--- src/rtl/fetch_stage.sv ---
// rtl/fetch_stage.sv - instruction fetch stage: PC register, next-PC select, IF/ID pipeline register
//
// Build option: define FETCH_ALIGN_CHECK_EN to trap misaligned redirect targets
// (sticky addr_err, fetch frozen). When it is undefined, the low two target bits are
// cleared before the target is loaded and addr_err is tied low.
//
// Ports:
//   clk            in   clock, all state updates on the rising edge
//   rst            in   synchronous active-low reset
//   stall          in   hold PC and IF/ID (hazard unit)
//   flush          in   squash the instruction entering IF/ID
//   branch_taken   in   redirect to branch_target (from EX), wins over jump
//   branch_target  in   [31:0] branch destination byte address
//   jump           in   redirect to jump_target (from ID)
//   jump_target    in   [31:0] jump destination byte address
//   imem_rdata     in   [31:0] instruction word for imem_addr (combinational memory)
//   pc             out  [31:0] current fetch PC
//   imem_addr      out  [31:0] instruction memory address, same as pc
//   if_id_instr    out  [31:0] registered instruction to decode
//   if_id_pc4      out  [31:0] registered PC+4 of that instruction
//   if_id_valid    out  IF/ID holds a live instruction
//   addr_err       out  sticky misaligned-target flag

module fetch_stage #(
    parameter logic [31:0] RESET_PC = 32'h0000_0000
) (
    input  logic        clk,
    input  logic        rst,
    input  logic        stall,
    input  logic        flush,
    input  logic        branch_taken,
    input  logic [31:0] branch_target,
    input  logic        jump,
    input  logic [31:0] jump_target,
    input  logic [31:0] imem_rdata,
    output logic [31:0] pc,
    output logic [31:0] imem_addr,
    output logic [31:0] if_id_instr,
    output logic [31:0] if_id_pc4,
    output logic        if_id_valid,
    output logic        addr_err
);

    logic [31:0] pc_q, pc_d;
    logic [31:0] if_id_instr_q, if_id_instr_d;
    logic [31:0] if_id_pc4_q, if_id_pc4_d;
    logic        if_id_valid_q, if_id_valid_d;

    logic [31:0] pc_plus4;
    logic        redirect;
    logic [31:0] redirect_target;

    // Natural 32-bit wrap gives 0xFFFF_FFFC + 4 = 0.
    assign pc_plus4        = pc_q + 32'd4;
    assign redirect        = branch_taken | jump;
    assign redirect_target = branch_taken ? branch_target : jump_target;

`ifdef FETCH_ALIGN_CHECK_EN
    logic addr_err_q, addr_err_d;
    logic target_misaligned;

    assign target_misaligned = redirect && (redirect_target[1:0] != 2'b00);
    assign addr_err          = addr_err_q;
`else
    assign addr_err = 1'b0;
`endif

    always_comb begin
        pc_d          = pc_q;
        if_id_instr_d = if_id_instr_q;
        if_id_pc4_d   = if_id_pc4_q;
        if_id_valid_d = if_id_valid_q;
`ifdef FETCH_ALIGN_CHECK_EN
        addr_err_d    = addr_err_q;
        // Once trapped, fetch stays frozen with a bubble in IF/ID until reset.
        if (addr_err_q || target_misaligned) begin
            addr_err_d    = 1'b1;
            if_id_instr_d = 32'h0;
            if_id_pc4_d   = 32'h0;
            if_id_valid_d = 1'b0;
        end else
`endif
        if (redirect) begin
`ifdef FETCH_ALIGN_CHECK_EN
            pc_d = redirect_target;
`else
            pc_d = redirect_target & ~32'd3;
`endif
            if_id_instr_d = 32'h0;
            if_id_pc4_d   = 32'h0;
            if_id_valid_d = 1'b0;
        end else if (stall) begin
            // PC holds; a concurrent flush still turns IF/ID into a bubble.
            if (flush) begin
                if_id_instr_d = 32'h0;
                if_id_pc4_d   = 32'h0;
                if_id_valid_d = 1'b0;
            end
        end else begin
            pc_d = pc_plus4;
            if (flush) begin
                if_id_instr_d = 32'h0;
                if_id_pc4_d   = 32'h0;
                if_id_valid_d = 1'b0;
            end else begin
                if_id_instr_d = imem_rdata;
                if_id_pc4_d   = pc_plus4;
                if_id_valid_d = 1'b1;
            end
        end
    end

    always_ff @(posedge clk) begin
        if (!rst) begin
            pc_q          <= RESET_PC;
            if_id_instr_q <= 32'h0;
            if_id_pc4_q   <= 32'h0;
            if_id_valid_q <= 1'b0;
`ifdef FETCH_ALIGN_CHECK_EN
            addr_err_q    <= 1'b0;
`endif
        end else begin
            pc_q          <= pc_d;
            if_id_instr_q <= if_id_instr_d;
            if_id_pc4_q   <= if_id_pc4_d;
            if_id_valid_q <= if_id_valid_d;
`ifdef FETCH_ALIGN_CHECK_EN
            addr_err_q    <= addr_err_d;
`endif
        end
    end

    assign pc          = pc_q;
    assign imem_addr   = pc_q;
    assign if_id_instr = if_id_instr_q;
    assign if_id_pc4   = if_id_pc4_q;
    assign if_id_valid = if_id_valid_q;

endmodule

--- config.mk ---
export PLATFORM = sky130hd
export DESIGN_NAME = fetch_stage
export DESIGN_NICKNAME = d
export VERILOG_FILES = /design/src/rtl/fetch_stage.sv
export SDC_FILE = /design/constraint.sdc
export NUM_CORES = 1
export LEC_CHECK = 0
export ABC_AREA = 1
export CAP_MARGIN = 20
export CORE_ASPECT_RATIO = 0.6
export CORE_MARGIN = 2
export CORE_UTILIZATION = 32
export DETAILED_ROUTE_END_ITERATION = 6
export GPL_ROUTABILITY_DRIVEN = 0
export GPL_TIMING_DRIVEN = 0
export PLACE_DENSITY_LB_ADDON = 0.25
export SYNTH_ARGS = -nofsm -noshare
export SYNTH_HDL_FRONTEND = slang
export SYNTH_SLANG_ARGS = --single-unit
--- constraint.sdc ---
create_clock -name clk -period 2.94 [get_ports clk]
set_clock_uncertainty 0.15 [all_clocks]
set_input_delay 0.441 -clock clk [delete_from_list [all_inputs] [get_ports clk]]
set_output_delay 0.441 -clock clk [all_outputs]
set_load 0.05 [all_outputs]
==> metrics.txt <==
status completed; number of global-route vias before repair 4785; Die ar. 15500 um2; Final TNS setup 0 ps; setup bufs post-CTS 0; Sw Share a little under a third; Post-Synthesis Cells around 660; crit-path cells buf_4 -> clkdlybuf4s50_1; Crit Path Max Fanout 7; NetSw approximately 1.1 mW; Total GRT Usage 21.7%; DIE WIDTH ~160 um; worst min path class reg2reg; Worst Hold Endpoint if_id_instr[9]$_SDFFE_PP0P_; Int Power approximately 2.4 mW; CTS tree built; Pwr Density about 470 nW/um2; PostCTS Resize Cnt 0; top-area cell type share of the netlist area ~40%; Setup violations, final 0; total CTS buffers 9; slowest stage cell, crit path clkdlybuf4s50_1; reg2reg setup slack 950 ps; DR vias/cell approximately 4.7; Final Hold Fails 0; crit path kind reg2out; Crit. End Element output pin; hold path cells 2; starting density of the core ~32%; synthesized area per cell 7.08 um2; Yosys top cell by area dfxtp_1; Max-slew headroom 43.7%; Crit path required time around 2400 ps; # port buffers 220; Post-DP HPWL roughly 13000 um; Tightest Pin Transition approximately 840 ps; number of flops mapped to enable cells by yosys 0; initial drt markers between 300 and 400; critical path arrival about 1800 ps; Fill cells 1407; Ant. Diodes 0; Worst-path clk slew 70 ps; final worst path period need approximately 2400 ps; register area share after synthesis 40.1%; FF+latch count, synth 93; Hold Path Origin if_id_instr[9]$_SDFFE_PP0P_; Avg WL per Cell 15.7 um; Synth area leaders dfxtp_1, nand2_1, a21oi_1; RSZ-0062 raised after global routing false; Lkg Pwr roughly 2.7 nW; Routed WL around 17000 um; max-slew violation count 0; ANT nets after route 0; Final Util between 50% and 60%; Via Count ~5.2k; most frequent cell after synthesis nand2_1; H-tree levels 3; area grow syn2layout 60.3%; Synth Flop Type dfxtp_1; post-synthesis cell type count 26; Ports between 200 and 250; Post-synth top cells nand2_1, dfxtp_1, a21oi_1; largest net degree at the start of global routing 17; Seq pwr share 39.1%; final layout net count about 1000; Vert. Die Dim between 90 and 100 um; DRC 0; gr ovfl total 0; critical path's largest stage delay 790 ps; worst r2r src imem_addr[2]$_SDFFE_PN0P_; Max rail drop VDD around 0.00026 V; hold-fix buffers at CTS 0; antenna violations before repair 0; ratio of cells with drive above 1 in the final layout about 8.2%; global-route wire length before repair ~27000 um; maximum root-to-sink buffer count 2; synthesized area 4650 um2; worst hold margin 311 ps; reg2reg path depth 8; fin crit share 82.0%; reg-to-reg endpoint if_id_pc4[16]$_SDFFE_PP0P_; CP Launch Type flip-flop; maxcap violations 0; row count 34; router iterations before antenna repair 5; Peak Freq 415 MHz; core area roughly 14000 um2; asr flop ratio synth 0%; combinational share of power 23.9%; worst skew pair latency between 300 and 400 ps; Sink Count between 90 and 100; clk root buf clkbuf_16; clock share of power between 30% and 40%; Ys Warns 0
==> registers in the layout, summed over array words and instances, names as in the netlist <==
| name | count |
|---|---|
| if_id_instr | 32 |
| if_id_pc4 | 30 |
| imem_addr | 30 |
| if_id_valid | 1 |
==> cell families (layout without fill, tap and decap cells) <==
group                      count (synthesis)  count (layout)  share of synthesized area [%]
AOI/OAI and AO/OA                        154             154                           19.0
xor gates and xnor gates                  15              15                           2.99
and+or+nand+nor                          296             296                           26.8
buffers and inverters                     96             332                           10.8
DFF                                       93              93                           40.1
other                                      1               7                         0.0807
adders and majority gates                  1               1                          0.269
==> worst max-delay path by stage <==
stage / startpoint / endpoint / cells after the start
floorplan: imem_addr[3]$_SDFFE_PN0P_ / if_id_pc4[12]$_SDFFE_PP0P_ / 8
global placement: stall / if_id_pc4[30]$_SDFFE_PP0P_ / 5
detailed placement: stall / if_id_pc4[30]$_SDFFE_PP0P_ / 5
CTS: imem_addr[29]$_SDFFE_PN0P_ / pc[29] / 2
global route: imem_addr[10]$_SDFFE_PN0P_ / pc[10] / 2
finish: imem_addr[29]$_SDFFE_PN0P_ / pc[29] / 2
==> layout make-up <==
| cell class | instances | area [um2] | area share, % |
|---|---|---|---|
| multi-input cells | 473 | 2300 | 30.9 |
| flip-flops and latches | 93 | 1860 | 25.0 |
| repair buffers | 220 | 2200 | 29.6 |
| well taps | 198 | 248 | 3.33 |
| plain buffers | 73 | 417 | 5.59 |
| clock inverters | 6 | 91.3 | 1.23 |
| clock buffers | 10 | 239 | 3.21 |
| inverters | 23 | 86.3 | 1.16 |
==> cells in the final DEF, fill, tap and decap left out, types with 9 or more instances in the layout <==
cell type	Yosys	layout
o21ai_0	32	32
nor2_1	31	31
a21oi_1	85	85
clkbuf_1	33	33
a22oi_1	9	9
xor2_1	10	10
buf_4	37	37
a221oi_1	21	21
clkbuf_16	0	9
dfxtp_1	93	93
clkdlybuf4s50_1	0	220
inv_1	23	23
nand3_1	17	17
nand2_1	222	222
==> worst max-delay path, delay by kind of cell (launching register included) <==
family	cells	cell delay, ps
buffers and inverters	2	970
DFF	1	520
==> metrics by stage <==
step	setup WS [ps]	std cells	area (um2)	power, mW
2_1_floorplan	916	662	4670	1.87
3_3_place_gp	265	1080	7120	2.23
3_5_place_dp	294	1080	7120	2.23
4_1_cts	533	1096	7450	3.52
5_1_grt	477	1096	7450	3.63
6_report	530	1096	7450	3.50
==> routing by layer <==
metal / global-route usage (%) / wire (um) / part of all wire [%] / vias up
met5: 0 / 0 / 0 / -
met4: 3.92 / 172 / 1.0 / 0
met3: 5.34 / 1370 / 8.0 / 17
met2: 29.2 / 6640 / 39 / 211
met1: 34.4 / 8990 / 52 / 2352
li1: - / - / - / 2602
==> power by group through the flow <==
stage | registers [mW] | logic, mW | clock network [mW]
2_1_floorplan | 1.51 | 0.360 | 0
3_3_place_gp | 1.40 | 0.831 | 0
3_5_place_dp | 1.40 | 0.833 | 0
4_1_cts | 1.37 | 0.837 | 1.31
5_1_grt | 1.38 | 0.885 | 1.37
6_report | 1.37 | 0.836 | 1.29
Power figures use the tool's default switching activity.
